**config.mk**
```make
export PLATFORM = sky130hd
export DESIGN_NAME = ips2l_uart_tx_32bit
export DESIGN_NICKNAME = d
export VERILOG_FILES = /design/src/rtl/ips2l_uart_tx_pkg.sv /design/src/rtl/ips2l_uart_tx_fifo_32bit.sv /design/src/rtl/ips2l_uart_tx_32bit.sv
export SDC_FILE = /design/constraint.sdc
export NUM_CORES = 1
export LEC_CHECK = 0
export ABC_AREA = 1
export BUFFER_PORTS_ARGS = -buffer_cell sky130_fd_sc_hd__buf_2
export CAP_MARGIN = 20
export CORE_MARGIN = 2
export CORE_UTILIZATION = 30
export CTS_CLUSTER_DIAMETER = 80
export DETAILED_ROUTE_END_ITERATION = 16
export HOLD_SLACK_MARGIN = 0.02
export PLACE_DENSITY = 0.49
export SLEW_MARGIN = 20
export SYNTH_ARGS = -nofsm -noshare
export SYNTH_HDL_FRONTEND = slang
export SYNTH_SLANG_ARGS = --single-unit
```
**constraint.sdc**
```tcl
create_clock -name clk -period 2.5 [get_ports clk]
set_clock_uncertainty 0.05 [all_clocks]
set_input_delay 0 -clock clk [delete_from_list [all_inputs] [get_ports clk]]
set_output_delay 0 -clock clk [all_outputs]
set_load 0.01 [all_outputs]
```
**src/rtl/ips2l_uart_tx_pkg.sv**
```systemverilog
// -----------------------------------------------------------------------------
// ips2l_uart_tx_pkg
//
// Shared definitions for the 32-bit UART transmit stage: the transmitter state
// encoding and the word/byte geometry used by the FIFO and the serializer.
//
// Configuration macro: UART_TX_PARITY_EN (adds the even-parity helper).
// -----------------------------------------------------------------------------
package ips2l_uart_tx_pkg;

    localparam int BYTES_PER_WORD = 4;
    localparam int BITS_PER_BYTE  = 8;
    localparam int WORD_W         = BYTES_PER_WORD * BITS_PER_BYTE;

    // PARITY is only ever entered when UART_TX_PARITY_EN is defined.
    typedef enum logic [2:0] {
        ST_IDLE   = 3'd0,
        ST_START  = 3'd1,
        ST_DATA   = 3'd2,
        ST_PARITY = 3'd3,
        ST_STOP   = 3'd4
    } tx_state_e;

`ifdef UART_TX_PARITY_EN
    // Even parity: the bit that makes the total count of ones even.
    function automatic logic even_parity(input logic [BITS_PER_BYTE-1:0] b);
        return ^b;
    endfunction
`endif

endpackage : ips2l_uart_tx_pkg

```
**src/rtl/ips2l_uart_tx_fifo_32bit.sv**
```systemverilog
// -----------------------------------------------------------------------------
// ips2l_uart_tx_fifo_32bit
//
// Synchronous word FIFO with show-ahead read data and registered full/empty.
//
// Ports:
//   clk          in   clock, rising edge
//   rst          in   synchronous active-high reset (pointers and flags)
//   push_i       in   write request; ignored while full
//   push_data_i  in   word to write
//   pop_i        in   read request; ignored while empty
//   rd_data_o    out  word at the head of the FIFO (valid while !empty_o)
//   full_o       out  FIFO holds FIFO_DEPTH words
//   empty_o      out  FIFO holds no words
//
// Parameters:
//   FIFO_DEPTH   depth in words; power of 2, >= 2
// -----------------------------------------------------------------------------
module ips2l_uart_tx_fifo_32bit
    import ips2l_uart_tx_pkg::*;
#(
    parameter int FIFO_DEPTH = 16
) (
    input  logic              clk,
    input  logic              rst,
    input  logic              push_i,
    input  logic [WORD_W-1:0] push_data_i,
    input  logic              pop_i,
    output logic [WORD_W-1:0] rd_data_o,
    output logic              full_o,
    output logic              empty_o
);

    localparam int AW = $clog2(FIFO_DEPTH);
    // One extra pointer bit tells a full FIFO from an empty one after wrap.
    localparam int PW = AW + 1;

    logic [WORD_W-1:0] mem_q [FIFO_DEPTH];
    logic [PW-1:0]     wr_ptr_q, wr_ptr_d;
    logic [PW-1:0]     rd_ptr_q, rd_ptr_d;
    logic              full_q, full_d;
    logic              empty_q, empty_d;
    logic              push_ok, pop_ok;

    // NOTE: every signal written here gets a value before any condition, so
    // no path leaves it unassigned and no latch is inferred.
    always_comb begin
        // A push while full is refused even if a pop happens in the same cycle.
        push_ok  = push_i && !full_q;
        pop_ok   = pop_i && !empty_q;
        wr_ptr_d = wr_ptr_q + PW'(push_ok);
        rd_ptr_d = rd_ptr_q + PW'(pop_ok);
        empty_d  = (wr_ptr_d == rd_ptr_d);
        full_d   = (wr_ptr_d[AW] != rd_ptr_d[AW]) &&
                   (wr_ptr_d[AW-1:0] == rd_ptr_d[AW-1:0]);
    end

    // NOTE: state registers use non-blocking assignments so every flop samples
    // the values from before the edge, independent of statement order.
    always_ff @(posedge clk) begin
        if (rst) begin
            wr_ptr_q <= '0;
            rd_ptr_q <= '0;
            full_q   <= 1'b0;
            empty_q  <= 1'b1;
        end else begin
            wr_ptr_q <= wr_ptr_d;
            rd_ptr_q <= rd_ptr_d;
            full_q   <= full_d;
            empty_q  <= empty_d;
        end
    end

    // NOTE: the storage array has no reset; clearing the pointers is enough to
    // discard its contents, and leaving it unreset lets it map onto RAM.
    always_ff @(posedge clk) begin
        if (push_ok) begin
            mem_q[wr_ptr_q[AW-1:0]] <= push_data_i;
        end
    end

    assign rd_data_o = mem_q[rd_ptr_q[AW-1:0]];
    assign full_o    = full_q;
    assign empty_o   = empty_q;

endmodule : ips2l_uart_tx_fifo_32bit

```
**src/rtl/ips2l_uart_tx_32bit.sv**
```systemverilog
// -----------------------------------------------------------------------------
// ips2l_uart_tx_32bit
//
// UART transmit stage behind the 32-bit control block. Words arrive on the
// tx_fifo_wr_* request/acknowledge handshake, are buffered in a word FIFO and
// are sent as four UART frames each, byte 0 (bits [7:0]) first, LSB first.
//
// Ports:
//   clk                    in   clock, rising edge
//   rst                    in   synchronous active-high reset
//   tx_fifo_wr_data        in   32-bit word from the control block
//   tx_fifo_wr_data_req    in   write request, data held stable until acked
//   tx_fifo_wr_data_valid  out  one-cycle acknowledge: word accepted
//   uart_tx                out  serial line, idles high, driven from a flop
//   fifo_full              out  FIFO holds FIFO_DEPTH words
//   fifo_empty             out  FIFO holds no words
//   tx_busy                out  a frame is in progress
//
// Parameters:
//   CLK_DIV     clock cycles per UART bit (>= 2)
//   FIFO_DEPTH  word FIFO depth (power of 2, >= 2)
//
// Configuration macro: UART_TX_PARITY_EN
//   defined   : 8E1 frames (even parity bit between data and stop)
//   undefined : 8N1 frames, no parity logic
// -----------------------------------------------------------------------------
module ips2l_uart_tx_32bit
    import ips2l_uart_tx_pkg::*;
#(
    parameter int CLK_DIV    = 72,
    parameter int FIFO_DEPTH = 16
) (
    input  logic              clk,
    input  logic              rst,
    input  logic [WORD_W-1:0] tx_fifo_wr_data,
    input  logic              tx_fifo_wr_data_req,
    output logic              tx_fifo_wr_data_valid,
    output logic              uart_tx,
    output logic              fifo_full,
    output logic              fifo_empty,
    output logic              tx_busy
);

    localparam int BAUD_W = $clog2(CLK_DIV);
    localparam int BIT_W  = $clog2(BITS_PER_BYTE);
    localparam int BYTE_W = $clog2(BYTES_PER_WORD);

    localparam logic [BAUD_W-1:0] BAUD_LAST = BAUD_W'(CLK_DIV - 1);
    localparam logic [BIT_W-1:0]  BIT_LAST  = BIT_W'(BITS_PER_BYTE - 1);
    localparam logic [BYTE_W-1:0] BYTE_LAST = BYTE_W'(BYTES_PER_WORD - 1);

    tx_state_e          state_q, state_d;
    logic [BAUD_W-1:0]  baud_cnt_q, baud_cnt_d;
    logic [BIT_W-1:0]   bit_cnt_q, bit_cnt_d;
    logic [BYTE_W-1:0]  byte_cnt_q, byte_cnt_d;
    logic [WORD_W-1:0]  shift_q, shift_d;
    logic               tx_q, tx_d;
    logic               valid_q, valid_d;

    logic               accept;
    logic               pop;
    logic               baud_last;
    logic [WORD_W-1:0]  fifo_rd_data;
    logic               fifo_full_w;
    logic               fifo_empty_w;
    logic [BITS_PER_BYTE-1:0] cur_byte_d;

    // ------------------------------------------------------------------
    // Write handshake: the !valid term stops a second write of the same word
    // in the cycle the requester sees the ack and is still dropping req.
    // ------------------------------------------------------------------
    assign accept  = tx_fifo_wr_data_req && !fifo_full_w && !valid_q;
    assign valid_d = accept;

    ips2l_uart_tx_fifo_32bit #(
        .FIFO_DEPTH (FIFO_DEPTH)
    ) u_fifo (
        .clk         (clk),
        .rst         (rst),
        .push_i      (accept),
        .push_data_i (tx_fifo_wr_data),
        .pop_i       (pop),
        .rd_data_o   (fifo_rd_data),
        .full_o      (fifo_full_w),
        .empty_o     (fifo_empty_w)
    );

    // ------------------------------------------------------------------
    // Serializer FSM: next state and counters.
    // ------------------------------------------------------------------
    assign baud_last = (baud_cnt_q == BAUD_LAST);

    always_comb begin
        state_d    = state_q;
        baud_cnt_d = baud_cnt_q + 1'b1;
        bit_cnt_d  = bit_cnt_q;
        byte_cnt_d = byte_cnt_q;
        shift_d    = shift_q;
        pop        = 1'b0;

        case (state_q)
            ST_IDLE: begin
                baud_cnt_d = '0;
                if (!fifo_empty_w) begin
                    pop        = 1'b1;
                    shift_d    = fifo_rd_data;
                    byte_cnt_d = '0;
                    bit_cnt_d  = '0;
                    state_d    = ST_START;
                end
            end

            ST_START: begin
                if (baud_last) begin
                    baud_cnt_d = '0;
                    bit_cnt_d  = '0;
                    state_d    = ST_DATA;
                end
            end

            ST_DATA: begin
                if (baud_last) begin
                    baud_cnt_d = '0;
                    if (bit_cnt_q == BIT_LAST) begin
                        bit_cnt_d = '0;
`ifdef UART_TX_PARITY_EN
                        state_d   = ST_PARITY;
`else
                        state_d   = ST_STOP;
`endif
                    end else begin
                        bit_cnt_d = bit_cnt_q + 1'b1;
                    end
                end
            end

`ifdef UART_TX_PARITY_EN
            ST_PARITY: begin
                if (baud_last) begin
                    baud_cnt_d = '0;
                    state_d    = ST_STOP;
                end
            end
`endif

            ST_STOP: begin
                if (baud_last) begin
                    baud_cnt_d = '0;
                    if (byte_cnt_q != BYTE_LAST) begin
                        byte_cnt_d = byte_cnt_q + 1'b1;
                        shift_d    = shift_q >> BITS_PER_BYTE;
                        state_d    = ST_START;
                    end else if (!fifo_empty_w) begin
                        // Chain straight into the next word with no idle gap.
                        pop        = 1'b1;
                        shift_d    = fifo_rd_data;
                        byte_cnt_d = '0;
                        state_d    = ST_START;
                    end else begin
                        state_d    = ST_IDLE;
                    end
                end
            end

            default: begin
                baud_cnt_d = '0;
                state_d    = ST_IDLE;
            end
        endcase
    end

    // ------------------------------------------------------------------
    // Line level is computed from the *next* state so it can be registered
    // and still change on the same edge as the state.
    // ------------------------------------------------------------------
    assign cur_byte_d = shift_d[BITS_PER_BYTE-1:0];

    always_comb begin
        tx_d = 1'b1;
        case (state_d)
            ST_START:  tx_d = 1'b0;
            ST_DATA:   tx_d = cur_byte_d[bit_cnt_d];
`ifdef UART_TX_PARITY_EN
            ST_PARITY: tx_d = even_parity(cur_byte_d);
`endif
            default:   tx_d = 1'b1;
        endcase
    end

    always_ff @(posedge clk) begin
        if (rst) begin
            state_q    <= ST_IDLE;
            baud_cnt_q <= '0;
            bit_cnt_q  <= '0;
            byte_cnt_q <= '0;
            shift_q    <= '0;
            tx_q       <= 1'b1;
            valid_q    <= 1'b0;
        end else begin
            state_q    <= state_d;
            baud_cnt_q <= baud_cnt_d;
            bit_cnt_q  <= bit_cnt_d;
            byte_cnt_q <= byte_cnt_d;
            shift_q    <= shift_d;
            tx_q       <= tx_d;
            valid_q    <= valid_d;
        end
    end

    assign uart_tx               = tx_q;
    assign tx_fifo_wr_data_valid = valid_q;
    assign fifo_full             = fifo_full_w;
    assign fifo_empty            = fifo_empty_w;
    assign tx_busy               = (state_q != ST_IDLE);

endmodule : ips2l_uart_tx_32bit

```
# Yosys cells after proc, flatten, opt, wreduce, memory -nomap -nowiden
# Memories as Yosys holds them, arrays and structs flattened. A register that Yosys moved wholly into a read port is not among the register bits.
# Cells that the tools add are included.
[totals] register_bits=61 ram_bits=512 input_bits=35 out_inout_bits=5 n_memories=1
[mem_list] name="u_fifo.mem_q" depth=16 width=32 read_ports=1 rd_clocked_by_memory_dff=1 wr=1 line="ips2l_uart_tx_fifo_32bit.sv:38" source="logic [WORD_W-1:0] mem_q [FIFO_DEPTH];"
[op_classes] addsub=5 order_cmp=1 eq_ne=12 mux=31 n_bitwise=1 reduce_logical=14
[op_table] cell="2-to-1 mux 32 bit" count=3
[op_table] cell="one-hot mux 32 bit (2 select lines)" count=1
[op_table] cell="2-to-1 mux 3 bit" count=9
[op_table] cell="one-hot mux 3 bit (4 select lines)" count=1
[op_table] cell="adder 5 x 1 -> 5 bit" count=2
[op_table] cell="one-hot mux 3 bit (3 select lines)" count=1
[op_table] cell="2-to-1 mux 1 bit" count=8
[op_table] cell="adder 7 x 1 -> 7 bit, second input constant" count=1
[op_table] cell="== test 7 bit, second input constant" count=1
[op_table] cell="== test 3 x 1 -> 1 bit, second input constant" count=2
[op_table] cell="== test 3 x 2 -> 1 bit, second input constant" count=2
[op_table] cell="== test 3 bit, second input constant" count=2
[op_table] cell="2-to-1 mux 2 bit" count=3
[op_table] cell="OR reduction 3 bit" count=2
[op_table] cell="== test 5 bit" count=1
[op_table] cell="logical AND 1 bit" count=5
[op_table] cell="== test 4 bit" count=1
[op_table] cell="less-than comparator 3 x 4 -> 1 bit, second input constant" count=1
[op_table] cell="2-to-1 mux 4 bit" count=1
[op_table] cell="inequality test 2 bit, second input constant" count=2
[op_table] cell="one-hot mux 1 bit (2 select lines)" count=2
[op_table] cell="one-hot mux 2 bit (2 select lines)" count=1
[op_table] cell="adder 3 x 1 -> 3 bit, second input constant" count=1
[op_table] cell="binary-select mux 1 bit (select 3 bit)" count=1
[op_table] cell="other kinds (8)" count=10

# Logic depth before layout (Yosys ltp)
[depth] ltp_word=8 ltp_mapped=18

# Hierarchy
# A second synthesis with hierarchy kept.
[hier_totals] hier_cells=2096 hier_area_um2=24409.7
[modules_own_cells] mod="ips2l_uart_tx_fifo_32bit" n_inst=1 cells_per_inst=1737 area_each_um2=21787.1
[modules_own_cells] mod="ips2l_uart_tx_32bit" n_inst=1 cells_per_inst=359 area_each_um2=2622.5

# Least setup slack after synthesis
# No wires, ideal clock.
[synth_path] kind="flip-flop to flip-flop" from="reg u_fifo.full_q (netlist: u_fifo.full_o)" to="mem u_fifo.mem_q[0][0] in the netlist's numbering (enable)" arrival_ns=2.306 setup_slack_ns=-0.277 stages_incl_launch_ff=4 n_path_buf=0 cell_sequence="dfxtp_1 > nor3_1 > nand3_1 > nor2_1"
[synth_via] elab_chain_cells=6
[synth_rtl] item="start: declaration" line="ips2l_uart_tx_fifo_32bit.sv:41" source="logic full_q, full_d;"
[synth_rtl] item="start signal: assignment" line="ips2l_uart_tx_fifo_32bit.sv:69" source="full_q <= full_d;"
[synth_rtl] item="logical NOT 1 bit *" line="ips2l_uart_tx_fifo_32bit.sv:49, ips2l_uart_tx_32bit.sv:72"
[synth_rtl] item="logical AND 1 bit (2 in series)" line="ips2l_uart_tx_32bit.sv:72" source="assign accept = tx_fifo_wr_data_req && !fifo_full_w && !valid_q;"
[synth_rtl] item="logical AND 1 bit *" line="ips2l_uart_tx_fifo_32bit.sv:49" source="push_ok = push_i && !full_q;"
[synth_rtl] item="2-to-1 mux 1 bit *" line="ips2l_uart_tx_fifo_32bit.sv:77" source="if (push_ok) begin"
[synth_rtl] item="2-to-1 mux 1 bit (not written as such) *" line="ips2l_uart_tx_fifo_32bit.sv:78" source="mem_q[wr_ptr_q[AW-1:0]] <= push_data_i;"
[synth_rtl] item="end: declaration" line="ips2l_uart_tx_fifo_32bit.sv:38"
# Mark *: on every way between the ends. The rest lies on a longest branch, timed or not.

# Final worst setup path
[layout_path] from="reg baud_cnt_q[0]" to="reg u_fifo.empty_q (netlist: u_fifo.empty_o)"
[layout_via] elab_chain_cells=6
[layout_rtl] item="start: declaration" line="ips2l_uart_tx_32bit.sv:53" source="logic [BAUD_W-1:0] baud_cnt_q, baud_cnt_d;"
[layout_rtl] item="start signal: assignment" line="ips2l_uart_tx_32bit.sv:201" source="baud_cnt_q <= baud_cnt_d;"
[layout_rtl] item="== test 7 bit" line="ips2l_uart_tx_32bit.sv:91" source="assign baud_last = (baud_cnt_q == BAUD_LAST);"
[layout_rtl] item="2-to-1 mux 1 bit" line="ips2l_uart_tx_32bit.sv:147" source="if (baud_last) begin"
[layout_rtl] item="one-hot mux 1 bit (2 select lines)" line="ips2l_uart_tx_32bit.sv:101" source="case (state_q)"
[layout_rtl] item="logical AND 1 bit" line="ips2l_uart_tx_fifo_32bit.sv:50" source="pop_ok = pop_i && !empty_q;"
[layout_rtl] item="adder 5 x 1 -> 5 bit" line="ips2l_uart_tx_fifo_32bit.sv:52" source="rd_ptr_d = rd_ptr_q + PW'(pop_ok);"
[layout_rtl] item="== test 5 bit" line="ips2l_uart_tx_fifo_32bit.sv:53" source="empty_d = (wr_ptr_d == rd_ptr_d);"
[layout_rtl] item="end signal: assignment" line="ips2l_uart_tx_fifo_32bit.sv:70" source="empty_q <= empty_d;"
[layout_rtl] item="end: declaration" line="ips2l_uart_tx_fifo_32bit.sv:42" source="logic empty_q, empty_d;"
# Every way passes these cells.
# A chain may end at the register's enable or synchronous reset.

==> results.md <==
- Outcome: finished, final reports clean
- TritonCTS Buffers: 58
- Worst Setup Slack post-DPL: roughly 230 ps
- Number of nets with antenna violations after detailed routing: 0
- Yosys warns: 0
- Post-synthesis share of cell area spent on full adders, half adders and majority gates: 0.4310%
- Library cell with the largest summed area after synthesis: sky130_fd_sc_hd__edfxtp_1
- Signal arrival time at the worst endpoint: approximately 2800 ps
- Number of failing hold endpoints at the final stage: 0
- Drt wl/cell: between 20 and 25 µm
- Length of the first detailed-routing pass in iterations: 5
- Average via count per standard cell: 4.868
- Internal: between 15 and 20 mW
- Cell at the root of the clock tree: sky130_fd_sc_hd__clkbuf_16
- Final setup TNS: 0 ps
- Seq pwr share: 42.1%
- Most used flip-flop cell after synthesis: sky130_fd_sc_hd__edfxtp_1
- Average size of a mapped cell: 12.01 µm²
- Netlist cell types: 43
- Detailed-route via count: 15,188
- DIE WIDTH: 282.2 µm
- Post-CTS Repair Setup Buffers: 0
- I/O pin count: 40
- TritonCTS clock tree: built
- Worst Setup End Kind: register
- Instance area after placement: 25,090 µm²
- Synthesized netlist net count: between 1,500 and 2,000
- Count of final max-slew check failures: 0
- Post-detailed-placement half-perimeter wirelength: 36.47 mm
- Wire length of the first global-routing pass: ~95 mm
- EDFF count, synth: between 500 and 600
- Design area: about 27,000 µm²
- Total of fill cells in the finished design: 7,492
- Area growth, synth to finish: 18.30%
- Category of the worst setup path launch point: register
- Final worst path period need: ~2300 ps
- Net Sw Power: ~8 mW
- Final WL: between 60 and 70 mm
- Vias in the first global route: 14,611
- Most area-consuming cells after synthesis: sky130_fd_sc_hd__edfxtp_1, sky130_fd_sc_hd__nand2_1, sky130_fd_sc_hd__dfxtp_1
- Worst Max-Slew Pin Slew: approximately 580 ps
- Placeable core region: ~77,000 µm²
- # port buffers: 39
- Total of endpoints with negative setup slack in the final report: 0
- Number of standard cells after synthesis: between 1,500 and 2,000
- Post-detailed-route DRC marker count: 0
- GRT overflow: 0
- Proportion of netlist area held by the largest area contributor: 66.21%
- Fraction of power spent switching nets: between 30% and 40%
- Critical setup path kind: register to register
- Post-synthesis simple-gate area fraction: ~14%
- Period Utilization, post-route: between 90 and 100%
- RSZ-0062 raised after global routing: no
- Data required time at the worst endpoint: about 3000 ps
- Share of flip-flops with an asynchronous set or reset: 0%
- Latest clock arrival within the worst-skew pair: around 640 ps
- Lkg Pwr: 9.451 nW
- Final Total Pwr: about 26 mW
- Combinational cell fraction of total power: about 23%
- Final #Nets: ~2,100
- Path category of the worst min-delay check: primary input to register
- Seq/Total Area, Yosys: a little under three quarters
- CTS Buffer Depth: 3
- Number of violations of the max-capacitance limit: 0
- Total Die Area: roughly 80,000 µm²
- Initial antenna violation count: 2
- Proportion of synthesized area in mux cells: 0%
- Clock network fraction of design power: a little over a third
- Cell area after synthesis: 23,220 µm²
- GRT Overall Usage: 16.11%
- Synth Area in Compound Gates: under 10%
- Pin count of the biggest net entering global routing: 69
- Max Clock Freq: ~430 MHz
- Fin worst setup slack: 197.1 ps
- Reg clk slew, reported paths: about 60 ps
- Cell Pwr Density: 951.4 nW/µm²
- Die boundary height: about 280 µm
- Final RePlAce weighted congestion: just under 0.8
- Largest fanout on the critical path: 5
- Cell Rows: between 100 and 150
- Starting DRC count in detailed routing: 1,243
- Most common cell after layout, fill and taps aside: sky130_fd_sc_hd__edfxtp_1
- Clock H-tree levels: 2
- Total of flip-flops plus latches after synthesis: ~570
- Clk sinks: about 570
- Share of post-route cells with drive strength above 1: roughly 13%
- Peak ir drop on the vdd network: just under 0.6 mV
- Combinational family with the most area after synthesis: simple AND/OR/NAND/NOR gates
- Xor-xnor portion of the synthesized cell area: 0.3772%
- Starting utilization of the core area: 30.13%
- Remaining max-slew budget at the tightest pin: between 60% and 70%
- Commonest cells after routing, fill and taps aside: sky130_fd_sc_hd__edfxtp_1, sky130_fd_sc_hd__nand2_1, sky130_fd_sc_hd__nor2_1, sky130_fd_sc_hd__nand3_1, sky130_fd_sc_hd__o21ai_0
critical path, stage by stage, from the launching register on:
cell	delay, ps
sky130_fd_sc_hd__dfxtp_1	350
sky130_fd_sc_hd__ha_1	170
sky130_fd_sc_hd__nand2_1	80
sky130_fd_sc_hd__nor2_2	150
sky130_fd_sc_hd__nand2_2	100
sky130_fd_sc_hd__inv_2	100
sky130_fd_sc_hd__nand3_1	90
sky130_fd_sc_hd__nand2_2	90
sky130_fd_sc_hd__ha_1	160
sky130_fd_sc_hd__ha_1	180
sky130_fd_sc_hd__nand3_1	120
sky130_fd_sc_hd__xor2_2	200
sky130_fd_sc_hd__xnor2_1	180
sky130_fd_sc_hd__inv_1	60
sky130_fd_sc_hd__o21ai_1	140
synthesized netlist by cell type (2+ instances only):
| master | instances |
|---|---|
| sky130_fd_sc_hd__nor3_1 | 18 |
| sky130_fd_sc_hd__inv_2 | 11 |
| sky130_fd_sc_hd__o22ai_1 | 39 |
| sky130_fd_sc_hd__a21oi_1 | 74 |
| sky130_fd_sc_hd__nor2_4 | 2 |
| sky130_fd_sc_hd__o221ai_1 | 26 |
| sky130_fd_sc_hd__a221oi_2 | 4 |
| sky130_fd_sc_hd__o21ai_1 | 40 |
| sky130_fd_sc_hd__a221oi_1 | 5 |
| sky130_fd_sc_hd__nand2_2 | 3 |
| sky130_fd_sc_hd__nand4_1 | 10 |
| sky130_fd_sc_hd__o311ai_1 | 4 |
| sky130_fd_sc_hd__ha_1 | 8 |
| sky130_fd_sc_hd__buf_1 | 5 |
| sky130_fd_sc_hd__xnor2_1 | 3 |
| sky130_fd_sc_hd__nor2_2 | 5 |
| sky130_fd_sc_hd__buf_2 | 43 |
| sky130_fd_sc_hd__buf_6 | 13 |
| sky130_fd_sc_hd__inv_1 | 64 |
| sky130_fd_sc_hd__buf_4 | 18 |
| sky130_fd_sc_hd__nand2_1 | 381 |
| sky130_fd_sc_hd__nor2_1 | 190 |
| sky130_fd_sc_hd__edfxtp_1 | 512 |
| sky130_fd_sc_hd__o211ai_1 | 47 |
| sky130_fd_sc_hd__clkbuf_1 | 38 |
| sky130_fd_sc_hd__o21ai_0 | 117 |
| sky130_fd_sc_hd__nand3_1 | 165 |
| sky130_fd_sc_hd__xor2_1 | 7 |
| sky130_fd_sc_hd__a22oi_1 | 7 |
| sky130_fd_sc_hd__dfxtp_1 | 61 |
per-layer routing:
layer,up-vias,share of wire [%],wire [µm],GRT usage (%)
met4,2,2.8,1812,5.128
met5,-,0.020,13,0
met2,343,47,30390,26.41
li1,7166,-,-,-
met1,7577,45,28940,21.74
met3,100,4.8,3074,2.792
worst paths after layout:
path | startpoint | to | slack (ps) | cells past startpoint
worst max-delay path | baud_cnt_q[0]$_SDFF_PP0_ | u_fifo.empty_o$_SDFF_PP1_ | 200 | 14
worst min-delay path | rst | u_fifo.empty_o$_SDFF_PP1_ | 180 | 4
worst min register to register | baud_cnt_q[0]$_SDFF_PP0_ | baud_cnt_q[0]$_SDFF_PP0_ | 410 | 1
worst max register to register | baud_cnt_q[0]$_SDFF_PP0_ | u_fifo.empty_o$_SDFF_PP1_ | 200 | 14
logic make-up after synthesis:
| group | Yosys count |
|---|---|
| xor gates and xnor gates | 10 |
| AOI/OAI and AO/OA | 365 |
| adders and majority gates | 8 |
| and+or+nand+nor | 781 |
| DFF | 573 |
| buffers and inverters | 196 |
metrics by stage:
step           instances  utilization, %  hold WS, ps
3_3_place_gp        2974           32.55        225.9
3_5_place_dp        2974           32.55        224.4
5_1_grt             3120           35.64        174.0
2_1_floorplan       1933               -        48.87
4_1_cts             3119           35.62        137.8
6_report            3120           35.64        179.2
cell type report:
cell class / count / area [µm²] / area share [%]
antenna: 1 / 2.502 / 0.009109
clock buffer: 61 / 1463 / 5.324
clock inverter: 49 / 556.8 / 2.027
inverter: 78 / 305.3 / 1.111
multi-input combinational: 1164 / 5778 / 21.03
sequential: 573 / 16610 / 60.45
tap: 1040 / 1301 / 4.737
timing repair buffer: 154 / 1459 / 5.311
flip-flops by register name, indices dropped and copies added, names as in the netlist:
name                   count
u_fifo.mem_q             512
shift_q                   32
baud_cnt_q                 7
u_fifo.rd_ptr_q            5
u_fifo.wr_ptr_q            5
bit_cnt_q                  3
state_q                    3
byte_cnt_q                 2
tx_fifo_wr_data_valid      1
u_fifo.empty_o             1
u_fifo.full_o              1
uart_tx                    1
power by group through the flow:
stage	Clock [mW]	Sequential [mW]	Combinational (mW)
after floorplan	0	11.1	4.29
after CTS	9.35	11.0	6.08
after detailed placement	0	11.2	6.01
after global placement	0	11.2	5.97
after global routing	9.72	11.0	6.73
final	9.12	11.0	6.01
what timing repair did:
| action | 4_1_cts | 5_1_grt |
|---|---|---|
| hold endpoints to repair | 566 | 0 |
| endpoints found under the setup margin | 0 | 1 |
| hold buffers | 35 | 0 |
| gates resized for setup | 0 | 2 |
Note: power is estimated with default switching activity, not from simulation.
